$ cat src/rtl/mem_sequencer_pkg.sv
// Shared types for the register/memory transfer sequencer.
//   MEM_ADDR_W     : width of the data-RAM address bus
//   u4/u8/u12/u16  : unsigned vector shorthands used across the block
//   mem_seq_op_t   : transfer kinds that the sequencer accepts
//   mem_seq_state_t: sequencer FSM states
//   seq_addr()     : RAM address of element k of a transfer based at I
package mem_sequencer_pkg;

    localparam int MEM_ADDR_W = 12;

    typedef logic [3:0]            u4;
    typedef logic [7:0]            u8;
    typedef logic [MEM_ADDR_W-1:0] u12;
    typedef logic [15:0]           u16;

    typedef enum logic [1:0] {
        STORE_REGS = 2'd0,  // LD [I],Vx : V0..Vx -> RAM[I..I+x]
        LOAD_REGS  = 2'd1,  // LD Vx,[I] : RAM[I..I+x] -> V0..Vx
        STORE_BCD  = 2'd2   // LD B,Vx   : BCD digits of Vx -> RAM[I..I+2]
    } mem_seq_op_t;

    // Encoding 3 of the op bus is reserved and never accepted.
    localparam logic [1:0] OP_RESERVED = 2'd3;

    typedef enum logic [2:0] {
        IDLE      = 3'd0,
        STORE     = 3'd1,
        LOAD      = 3'd2,
        LOAD_TAIL = 3'd3,
        BCD       = 3'd4,
        DONE      = 3'd5
    } mem_seq_state_t;

    // Only the low 12 bits of I address RAM; the sum wraps at 0xFFF.
    function automatic u12 seq_addr(input u16 base, input u4 k);
        return base[MEM_ADDR_W-1:0] + u12'(k);
    endfunction

endpackage

$ cat src/rtl/mem_sequencer_bcd8.sv
// Combinational 8-bit binary to 3-digit BCD converter (double dabble).
//   bin      : value 0..255
//   hundreds : hundreds digit (0..2)
//   tens     : tens digit (0..9)
//   ones     : ones digit (0..9)
module bcd8
    import mem_sequencer_pkg::*;
(
    input  u8 bin,
    output u4 hundreds,
    output u4 tens,
    output u4 ones
);

    // [19:16] hundreds, [15:12] tens, [11:8] ones, [7:0] binary being shifted out
    logic [19:0] sr;
    u4           digits [3];

    always_comb begin
        sr = {12'd0, bin};
        for (int i = 0; i < 8; i++) begin
            // Any digit >= 5 would overflow past 9 after the shift; pre-add 3.
            for (int d = 0; d < 3; d++) begin
                if (sr[8 + 4*d +: 4] >= 4'd5) begin
                    sr[8 + 4*d +: 4] = sr[8 + 4*d +: 4] + 4'd3;
                end
            end
            sr = {sr[18:0], 1'b0};
        end
    end

    genvar gi;
    generate
        for (gi = 0; gi < 3; gi++) begin : g_digit
            assign digits[gi] = sr[8 + 4*gi +: 4];
        end
    endgenerate

    assign ones     = digits[0];
    assign tens     = digits[1];
    assign hundreds = digits[2];

endmodule

$ cat src/rtl/mem_sequencer.sv
// Multi-cycle sequencer for the register-block / BCD memory instructions.
// Moves V0..Vx to or from RAM starting at I, or writes the BCD digits of Vx.
//   clk, rst            : clock, synchronous active-high reset
//   start, op, x, I, vx : request from execute, latched on acceptance
//   busy, done          : pipeline stall and one-cycle completion pulse
//   reg_raddr/reg_rdata : register-file read port (combinational read)
//   reg_we/waddr/wdata  : register-file write port
//   mem_re/we/addr/...  : RAM port, read data returns one cycle after mem_re
//   I_we, I_out         : write-back of the advanced I after block transfers
module mem_sequencer
    import mem_sequencer_pkg::*;
(
    input  logic       clk,
    input  logic       rst,
    input  logic       start,
    input  logic [1:0] op,
    input  u4          x,
    input  u16         I,
    input  u8          vx,
    input  u8          reg_rdata,
    input  u8          mem_rdata,
    output logic       busy,
    output logic       done,
    output u4          reg_raddr,
    output logic       reg_we,
    output u4          reg_waddr,
    output u8          reg_wdata,
    output logic       mem_re,
    output logic       mem_we,
    output u12         mem_addr,
    output u8          mem_wdata,
    output logic       I_we,
    output u16         I_out
);

    mem_seq_state_t state_reg, state_next;
    u4              k_reg, k_next;
    mem_seq_op_t    op_reg, op_next;
    u4              x_reg, x_next;
    u16             i_reg, i_next;
    u8              vx_reg, vx_next;

    logic accept;
    u4    bcd_h, bcd_t, bcd_o;
    u4    bcd_digit;

    bcd8 u_bcd8 (
        .bin      (vx_reg),
        .hundreds (bcd_h),
        .tens     (bcd_t),
        .ones     (bcd_o)
    );

    // Reset wins over a simultaneous start, so gate acceptance on rst too.
    assign accept = !rst && start && (state_reg == IDLE) && (op != OP_RESERVED);

    // Stall already in the accept cycle so execute holds the instruction.
    assign busy = (state_reg != IDLE) || accept;

    always_ff @(posedge clk) begin
        if (rst) begin
            state_reg <= IDLE;
            k_reg     <= '0;
            op_reg    <= STORE_REGS;
            x_reg     <= '0;
            i_reg     <= '0;
            vx_reg    <= '0;
        end else begin
            state_reg <= state_next;
            k_reg     <= k_next;
            op_reg    <= op_next;
            x_reg     <= x_next;
            i_reg     <= i_next;
            vx_reg    <= vx_next;
        end
    end

    // Next-state and counter logic
    always_comb begin
        state_next = state_reg;
        k_next     = k_reg;
        op_next    = op_reg;
        x_next     = x_reg;
        i_next     = i_reg;
        vx_next    = vx_reg;

        case (state_reg)
            IDLE: begin
                if (accept) begin
                    op_next = mem_seq_op_t'(op);
                    x_next  = x;
                    i_next  = I;
                    vx_next = vx;
                    k_next  = '0;
                    case (op)
                        2'd0:    state_next = STORE;
                        2'd1:    state_next = LOAD;
                        default: state_next = BCD;
                    endcase
                end
            end
            STORE: begin
                if (k_reg == x_reg) begin
                    state_next = DONE;
                    k_next     = '0;
                end else begin
                    k_next = k_reg + 4'd1;
                end
            end
            LOAD: begin
                // Read data lags by one cycle, so the last write needs a tail cycle.
                if (k_reg == x_reg) begin
                    state_next = LOAD_TAIL;
                end else begin
                    k_next = k_reg + 4'd1;
                end
            end
            LOAD_TAIL: begin
                state_next = DONE;
                k_next     = '0;
            end
            BCD: begin
                if (k_reg == 4'd2) begin
                    state_next = DONE;
                    k_next     = '0;
                end else begin
                    k_next = k_reg + 4'd1;
                end
            end
            DONE: begin
                state_next = IDLE;
            end
            default: begin
                state_next = IDLE;
                k_next     = '0;
            end
        endcase
    end

    always_comb begin
        case (k_reg)
            4'd0:    bcd_digit = bcd_h;
            4'd1:    bcd_digit = bcd_t;
            default: bcd_digit = bcd_o;
        endcase
    end

    // Output strobes and buses; everything idles at zero.
    always_comb begin
        done      = 1'b0;
        reg_raddr = '0;
        reg_we    = 1'b0;
        reg_waddr = '0;
        reg_wdata = '0;
        mem_re    = 1'b0;
        mem_we    = 1'b0;
        mem_addr  = '0;
        mem_wdata = '0;
        I_we      = 1'b0;
        I_out     = '0;

        case (state_reg)
            STORE: begin
                reg_raddr = k_reg;
                mem_we    = 1'b1;
                mem_addr  = seq_addr(i_reg, k_reg);
                mem_wdata = reg_rdata;
            end
            LOAD: begin
                mem_re   = 1'b1;
                mem_addr = seq_addr(i_reg, k_reg);
                // mem_rdata now holds the byte requested for k-1.
                if (k_reg != 4'd0) begin
                    reg_we    = 1'b1;
                    reg_waddr = k_reg - 4'd1;
                    reg_wdata = mem_rdata;
                end
            end
            LOAD_TAIL: begin
                reg_we    = 1'b1;
                reg_waddr = x_reg;
                reg_wdata = mem_rdata;
            end
            BCD: begin
                mem_we    = 1'b1;
                mem_addr  = seq_addr(i_reg, k_reg);
                mem_wdata = {4'd0, bcd_digit};
            end
            DONE: begin
                done = 1'b1;
                if (op_reg != STORE_BCD) begin
                    I_we  = 1'b1;
                    I_out = i_reg + u16'(x_reg) + 16'd1;
                end
            end
            default: ;
        endcase
    end

endmodule

$ cat config.mk
export PLATFORM = sky130hd
export DESIGN_NAME = mem_sequencer
export DESIGN_NICKNAME = d
export VERILOG_FILES = /design/src/rtl/mem_sequencer_pkg.sv /design/src/rtl/mem_sequencer_bcd8.sv /design/src/rtl/mem_sequencer.sv
export SDC_FILE = /design/constraint.sdc
export NUM_CORES = 1
export LEC_CHECK = 0
export ABC_AREA = 1
export CAP_MARGIN = 20
export CORE_ASPECT_RATIO = 1.2
export CORE_MARGIN = 8
export CORE_UTILIZATION = 43
export CTS_CLUSTER_DIAMETER = 30
export CTS_CLUSTER_SIZE = 40
export DETAILED_ROUTE_END_ITERATION = 12
export GPL_TIMING_DRIVEN = 1
export PLACE_DENSITY = 0.9
export SYNTH_ARGS = -nofsm -noshare
export SYNTH_HDL_FRONTEND = slang
export SYNTH_SLANG_ARGS = --single-unit
$ cat constraint.sdc
create_clock -name clk -period 4.8 [get_ports clk]
set_input_delay 1.2 -clock clk [delete_from_list [all_inputs] [get_ports clk]]
set_output_delay 1.2 -clock clk [all_outputs]
set_load 0.005 [all_outputs]
Word-level counts from Yosys, hierarchy flattened:

Cells that the tools add are included.

* register bits after elaboration: 37
* input port bits: 49
* output and inout bits: 58
* word-level logic and storage cells: 92

* add/sub/neg operators: 12
* order comparisons: 7
* eq/ne operators: 16
* multiplexer cells: 35
* bitwise gates (word level): 1
* reduce and logical (&&, ||, !) cells: 15

Operators with widths (number)
* 2-to-1 mux 4 bit: 13
* 2-to-1 mux 16 bit: 2
* case mux 8 bit (2 select lines): 2
* adder 4 x 2 -> 4 bit (second input constant): 5
* greater-or-equal comparator 4 x 3 -> 1 bit (second input constant): 5
* case mux 4 bit (5 select lines): 1
* adder 16 x 1 -> 16 bit (second input constant): 1
* adder 16 x 4 -> 16 bit: 1
* case mux 4 bit (2 select lines): 2
* case mux 3 bit (5 select lines): 1
* != test 2 bit (second input constant): 7
* adder 12 x 4 -> 12 bit: 1
* 2-to-1 mux 12 bit: 1
* 2-to-1 mux 3 bit: 4
* adder 3 x 2 -> 4 bit (second input constant): 2
* 2-to-1 mux 8 bit: 1
* equality test 3 x 2 -> 1 bit (second input constant): 2
* equality test 3 bit (second input constant): 2
* greater-or-equal comparator 3 bit (second input constant): 2
* 2-to-1 mux 1 bit: 6
* case mux 3 bit (2 select lines): 1
* adder 4 x 1 -> 4 bit (second input constant): 1
* equality test 4 x 1 -> 1 bit (second input constant): 1
* equality test 4 x 2 -> 1 bit (second input constant): 1
* other kinds (19): 21

Depth between registers and ports, before layout:

Gate-level depths: netlist of run 1.

* depth after elaboration: 12
* depth in mapped cells: 35

Hierarchy:

A second synthesis of run 1 with hierarchy kept.

* cells, all modules: 610
* area, all modules: 3682.3 µm²

Modules (own cells, without submodules)
* mem_sequencer: instances 1, cells an instance 466, area each 2805.2 µm², seq. area each 740.7 µm²
* bcd8: instances 1, cells an instance 144, area each 877.1 µm², seq. area each 0.0 µm²

Least setup slack after synthesis of run 1:

Ideal clock, no wire load.

* path type: register to output
* from: register vx_reg[6]
* to: output mem_wdata[2]
* data arrival time: 3.416 ns
* setup slack: 0.184 ns
* cell stages (with the launch flop): 33
* buffers on the path: 0
* path through: dfxtp_1 > inv_1 > ha_1 > inv_1 > nand2_2 > nand3_1 > nand2_1 > inv_2 > ha_1 > inv_1 > or2_2 > nand2_2 > nand3_1 > nand2_1 > inv_1 > ha_1 > inv_1 > nor2_1 > inv_1 > nand4_1 > nand2_1 > ha_1 > nand2_1 > o2111ai_1 > nand2_2 > ha_1 > nand2_1 > nand3_2 > nand2_1 > nand3_1 > nand2_1 > nand2_1 > nand2_1

* word-level cells in the longest chain between the ends: 12
* elaborated cells between the ends (all ways): 23
* classes of those cells: 7 x add/sub; 7 x order compare; 9 x mux

RTL lines
* start: declaration: RTL line mem_sequencer.sv:41 `u8 vx_reg, vx_next;`
* start signal: assignment: RTL line mem_sequencer.sv:74 `vx_reg <= vx_next;`
* adder 3 x 2 -> 4 bit / greater-or-equal comparator 3 bit (equally long branches): RTL line mem_sequencer_bcd8.sv:25, mem_sequencer_bcd8.sv:24
* 2-to-1 mux 4 bit *: RTL line mem_sequencer_bcd8.sv:24 `if (sr[8 + 4*d +: 4] >= 4'd5) begin`
* adder 4 x 2 -> 4 bit / greater-or-equal comparator 4 x 3 -> 1 bit (equally long branches): RTL line mem_sequencer_bcd8.sv:25, mem_sequencer_bcd8.sv:24
* 2-to-1 mux 4 bit: RTL line mem_sequencer_bcd8.sv:24
* greater-or-equal comparator 4 x 3 -> 1 bit / adder 4 x 2 -> 4 bit (equally long branches): RTL line mem_sequencer_bcd8.sv:24, mem_sequencer_bcd8.sv:25
* 2-to-1 mux 4 bit: RTL line mem_sequencer_bcd8.sv:24
* adder 4 x 2 -> 4 bit, or another cell as far along: RTL line mem_sequencer_bcd8.sv:25 `sr[8 + 4*d +: 4] = sr[8 + 4*d +: 4] + 4'd3;`
* 2-to-1 mux 4 bit: RTL line mem_sequencer_bcd8.sv:24
* adder 4 x 2 -> 4 bit / greater-or-equal comparator 4 x 3 -> 1 bit (equally long branches): RTL line mem_sequencer_bcd8.sv:25, mem_sequencer_bcd8.sv:24
* 2-to-1 mux 4 bit: RTL line mem_sequencer_bcd8.sv:24
* case mux 4 bit (2 select lines) *: RTL line mem_sequencer.sv:141 `case (k_reg)`
* case mux 8 bit (2 select lines) *: RTL line mem_sequencer.sv:162 `case (state_reg)`
* end: declaration: RTL line mem_sequencer.sv:31 `output u8 mem_wdata,`

Mark *: on every way between the ends. The rest lies on a longest branch, timed or not.

Worst setup path after layout of run 1:

* from: register vx_reg[6]
* to: output mem_wdata[1]

Same word-level chain as after synthesis.

==> impl_results.md, run 1 <==
* Final clock skew at 7.15 ps
* Final period utilization at 104%
* Violated checks: setup timing
* Number of antenna repair diodes at 0
* Adder and majority gate portion of the synthesized area at 9.23%
* Setup-violating endpoint count in the final report at 4
* Total number of clock tree sinks at 37
* Number of standard cells after synthesis at 536
* Share of synthesized flip-flops with an asynchronous set or reset at 0%
* Total track usage at 21.8%
* Die extent in y at 112 µm
* Multiplexer fraction of the synthesized cell area at 0%
* Die W at 95.7 µm
* Routed length per instance at 15.3 µm
* Antenna violations before repair at 0
* Max-slew violations at 0
* Vias per inst at 5.41
* Class of the most critical setup path: reg -> out
* Number of cell instances on the worst register-to-register path at 10
* Areal power density over the cells at 409 nW/µm²
* RePlAce Congestion at 0.893
* Register clock-pin slew on the reported worst setup and hold paths at 70 ps
* Setup slack of the critical path after layout at -170 ps
* YS warnings at 0
* Global-route wire length before repair at 19.2 mm
* Data required, critical path at 3600 ps
* Hold buffer count at CTS at 0
* Synthesized area divided by synthesized cell count at 6.12 µm²
* Clock latency reported for the late side of the worst-skew pair at 300 ps
* Synth area leaders: sky130_fd_sc_hd__dfxtp_1 (23%), sky130_fd_sc_hd__inv_1 (11%), sky130_fd_sc_hd__nand2_1 (10%), sky130_fd_sc_hd__a21oi_1 (8.1%), sky130_fd_sc_hd__ha_1 (8.0%)
* Clock tree buffer depth at 2
* Cell area after placement at 4600 µm²
* Remaining max-slew budget at the tightest pin at 53.5%
* Cell area after synthesis at 3280 µm²
* Highest ir drop seen on vdd at 0.000330 V
* Post-synth top area share at 22.6%
* #FFs+latches synth at 37
* Area of the placeable core at 7530 µm²
* Type of element capturing the critical path: output pin
* Element type at the critical path start: register
* Arrival time of data at the critical path endpoint at 3770 ps
* Pin count of the biggest net entering global routing at 55
* TritonRoute pass-1 iters at 5
* H-Tree Level Count at 2
* Estimated wirelength of the detail-placed design at 8.68 mm
* Unrepaired setup endpoints after global routing: true
* Total negative slack for setup checks at -551 ps
* Overflow left after global routing at 0
* Largest register FFs at 16
* Min-delay worst type: reg -> reg
* Vias in the first global route at 4341
* Area Overhead vs Synth at 52.5%
* Peak fanout along the critical path at 5
* DRC violation count after routing at 0
* Number of synthesized flops with an enable pin at 0
* Die Footprint at 10700 µm²
* Number of library cell types mapped by synthesis at 33
* Final Instance Area at 5000 µm²
* Synth Area in XOR/XNOR at 2.14%
* TritonCTS clock tree: yes
* Fraction of final layout cells with drive strength greater than 1 at 17.3%
* Antenna-violating nets left at 0
* Inserted Clock Buffers at 5
* Hold Fails Final Rpt at 0
* Total Nets Final at 752
* Cell depth of the worst min-delay path at 2
* Period minus WS final at 4970 ps
* Top-Level Pins at 107
* Slew @ Worst Pin at 695 ps
* Biggest area consumer among synthesized cells: sky130_fd_sc_hd__dfxtp_1
* Via count at 4180
* Fraction of the yosys area taken by sequential cells at 22.6%
* Net count after synthesis at 608
* Compound-cell area share of the yosys netlist at 19.1%
* Starting Density at 43.6%
* Outcome: complete, but fails checks
* Simple logic cell fraction of the synthesized area at 33.9%
* Worst setup slack before clock tree synthesis at -483 ps
* Port Buffer Count at 106
* Main combinational cell family by area after synthesis: simple AND/OR/NAND/NOR gates
* Maximum clock frequency at 201 MHz
* Cell with the largest stage delay on the worst path: sky130_fd_sc_hd__dfxtp_2
* Number of maximum-capacitance constraint violations at 0
* CTS Root Cell: sky130_fd_sc_hd__clkbuf_8
* Most prevalent standard cell on the critical path: sky130_fd_sc_hd__nand2_4
* Leakage Power at 2.25 nW
* Placement Rows at 35
* Initial detailed-routing violation count at 220
* Final wirelength at 11.8 mm
* Top flip-flop cell by instance count after synthesis: sky130_fd_sc_hd__dfxtp_1
* Critical Path Max Stage Delay at 330 ps
cells by family after synthesis:
logic type	after synthesis
and+or+nand+nor	238
buffers and inverters	114
adders and majority gates	23
DFF	37
AOI/OAI and AO/OA	116
xor gates and xnor gates	8
repair_timing:
| item | in CTS | in global routing |
|---|---|---|
| setup buffers | 11 | 5 |
| endpoints found under the setup margin | 4 | 4 |
| gates resized for setup | 48 | 17 |
| pin swaps | 18 | 19 |
stage by stage:
| step | utilization [%] | std cells | hold WS [ps] | power, W |
|---|---|---|---|---|
| floorplan | - | 536 | 446 | 0.00115 |
| finish | 66.4 | 773 | 487 | 0.00205 |
| detailed placement | 61.1 | 749 | 479 | 0.00158 |
| global placement | 61.1 | 749 | 458 | 0.00152 |
| global route | 66.4 | 773 | 505 | 0.00220 |
| CTS | 65.0 | 768 | 491 | 0.00194 |
power breakdown:
part	leakage (nW)	switching, W	internal, W
combinational	1.90	0.000795	0.000584
sequential	0.304	0.0000611	0.000365
clock	0.0542	0.000114	0.000130
total	2.25	0.000970	0.00108
layout make-up:
type	instances	area (µm²)
Clock buffer	7	96.3
Clock inverter	1	5.00
Fill cell	616	2530
Inverter	105	397
Multi-Input combinational cell	385	2290
Sequential cell	37	746
Tap cell	92	115
Timing Repair Buffer	146	1350
final timing paths:
kind                                                 from                     end  slack, ps
worst max-delay path               vx_reg[6]$_SDFFE_PP0P_            mem_wdata[1]       -170
worst min-delay path               i_reg[15]$_SDFFE_PP0P_  i_reg[15]$_SDFFE_PP0P_        490
worst max register to register  state_reg[0]$_SDFFE_PP0P_   k_reg[3]$_SDFFE_PP0P_       2430
worst min register to register     i_reg[15]$_SDFFE_PP0P_  i_reg[15]$_SDFFE_PP0P_        490
synthesized netlist by cell type (all sizes together) (2+ instances only):
master  count
o21ai      49
ha         21
clkinv      2
or2         3
fa          2
clkbuf      9
inv       103
nor4        2
xor2        8
o31ai       4
nor2       62
dfxtp      37
nand4       6
nor3       15
a31oi       4
nand3      40
a21oi      54
nand2     108
a211oi      2
layout by cell type (no fill, tap or decap), types with 5 or more instances in the layout:
master	instances
sky130_fd_sc_hd__nand2_2	15
sky130_fd_sc_hd__nand3_2	6
sky130_fd_sc_hd__dfxtp_1	35
sky130_fd_sc_hd__inv_2	12
sky130_fd_sc_hd__clkbuf_8	7
sky130_fd_sc_hd__nand4_1	6
sky130_fd_sc_hd__xor2_1	8
sky130_fd_sc_hd__ha_4	5
sky130_fd_sc_hd__clkdlybuf4s50_1	102
sky130_fd_sc_hd__buf_4	37
sky130_fd_sc_hd__nand2_1	81
sky130_fd_sc_hd__nor2_1	61
sky130_fd_sc_hd__nand3_1	30
sky130_fd_sc_hd__ha_1	15
sky130_fd_sc_hd__nor3_1	15
sky130_fd_sc_hd__nand2_4	12
sky130_fd_sc_hd__o21ai_0	47
sky130_fd_sc_hd__a21oi_1	53
sky130_fd_sc_hd__inv_1	90
critical path, delay by kind of cell, from the launching register on:
family                     cells  cell delay [ps]
and+or+nand+nor               21             1670
adders and majority gates      2              300
DFF                            1              330
buffers and inverters         11             1170
metal layers:
layer	up-vias	global-route usage [%]	part of all wire (%)	wire length, µm
met5	-	0	0	0
met4	0	10.6	3.8	452
met3	51	5.38	7.8	923
met2	206	40.6	53	6260
met1	1911	21.1	35	4200
li1	2012	-	-	-
(Power assumes the default switching activity.)
==> run 2, diff against run 1 <==
--- a/config.mk
+++ b/config.mk
@@ -13,7 +13,6 @@
 export CTS_CLUSTER_DIAMETER = 30
 export CTS_CLUSTER_SIZE = 40
 export DETAILED_ROUTE_END_ITERATION = 12
-export GPL_TIMING_DRIVEN = 1
 export PLACE_DENSITY = 0.9
 export SYNTH_ARGS = -nofsm -noshare
 export SYNTH_HDL_FRONTEND = slang
==> results of run 2 <==
No change in the layout: final DEF, timing and power equal those of run 1.
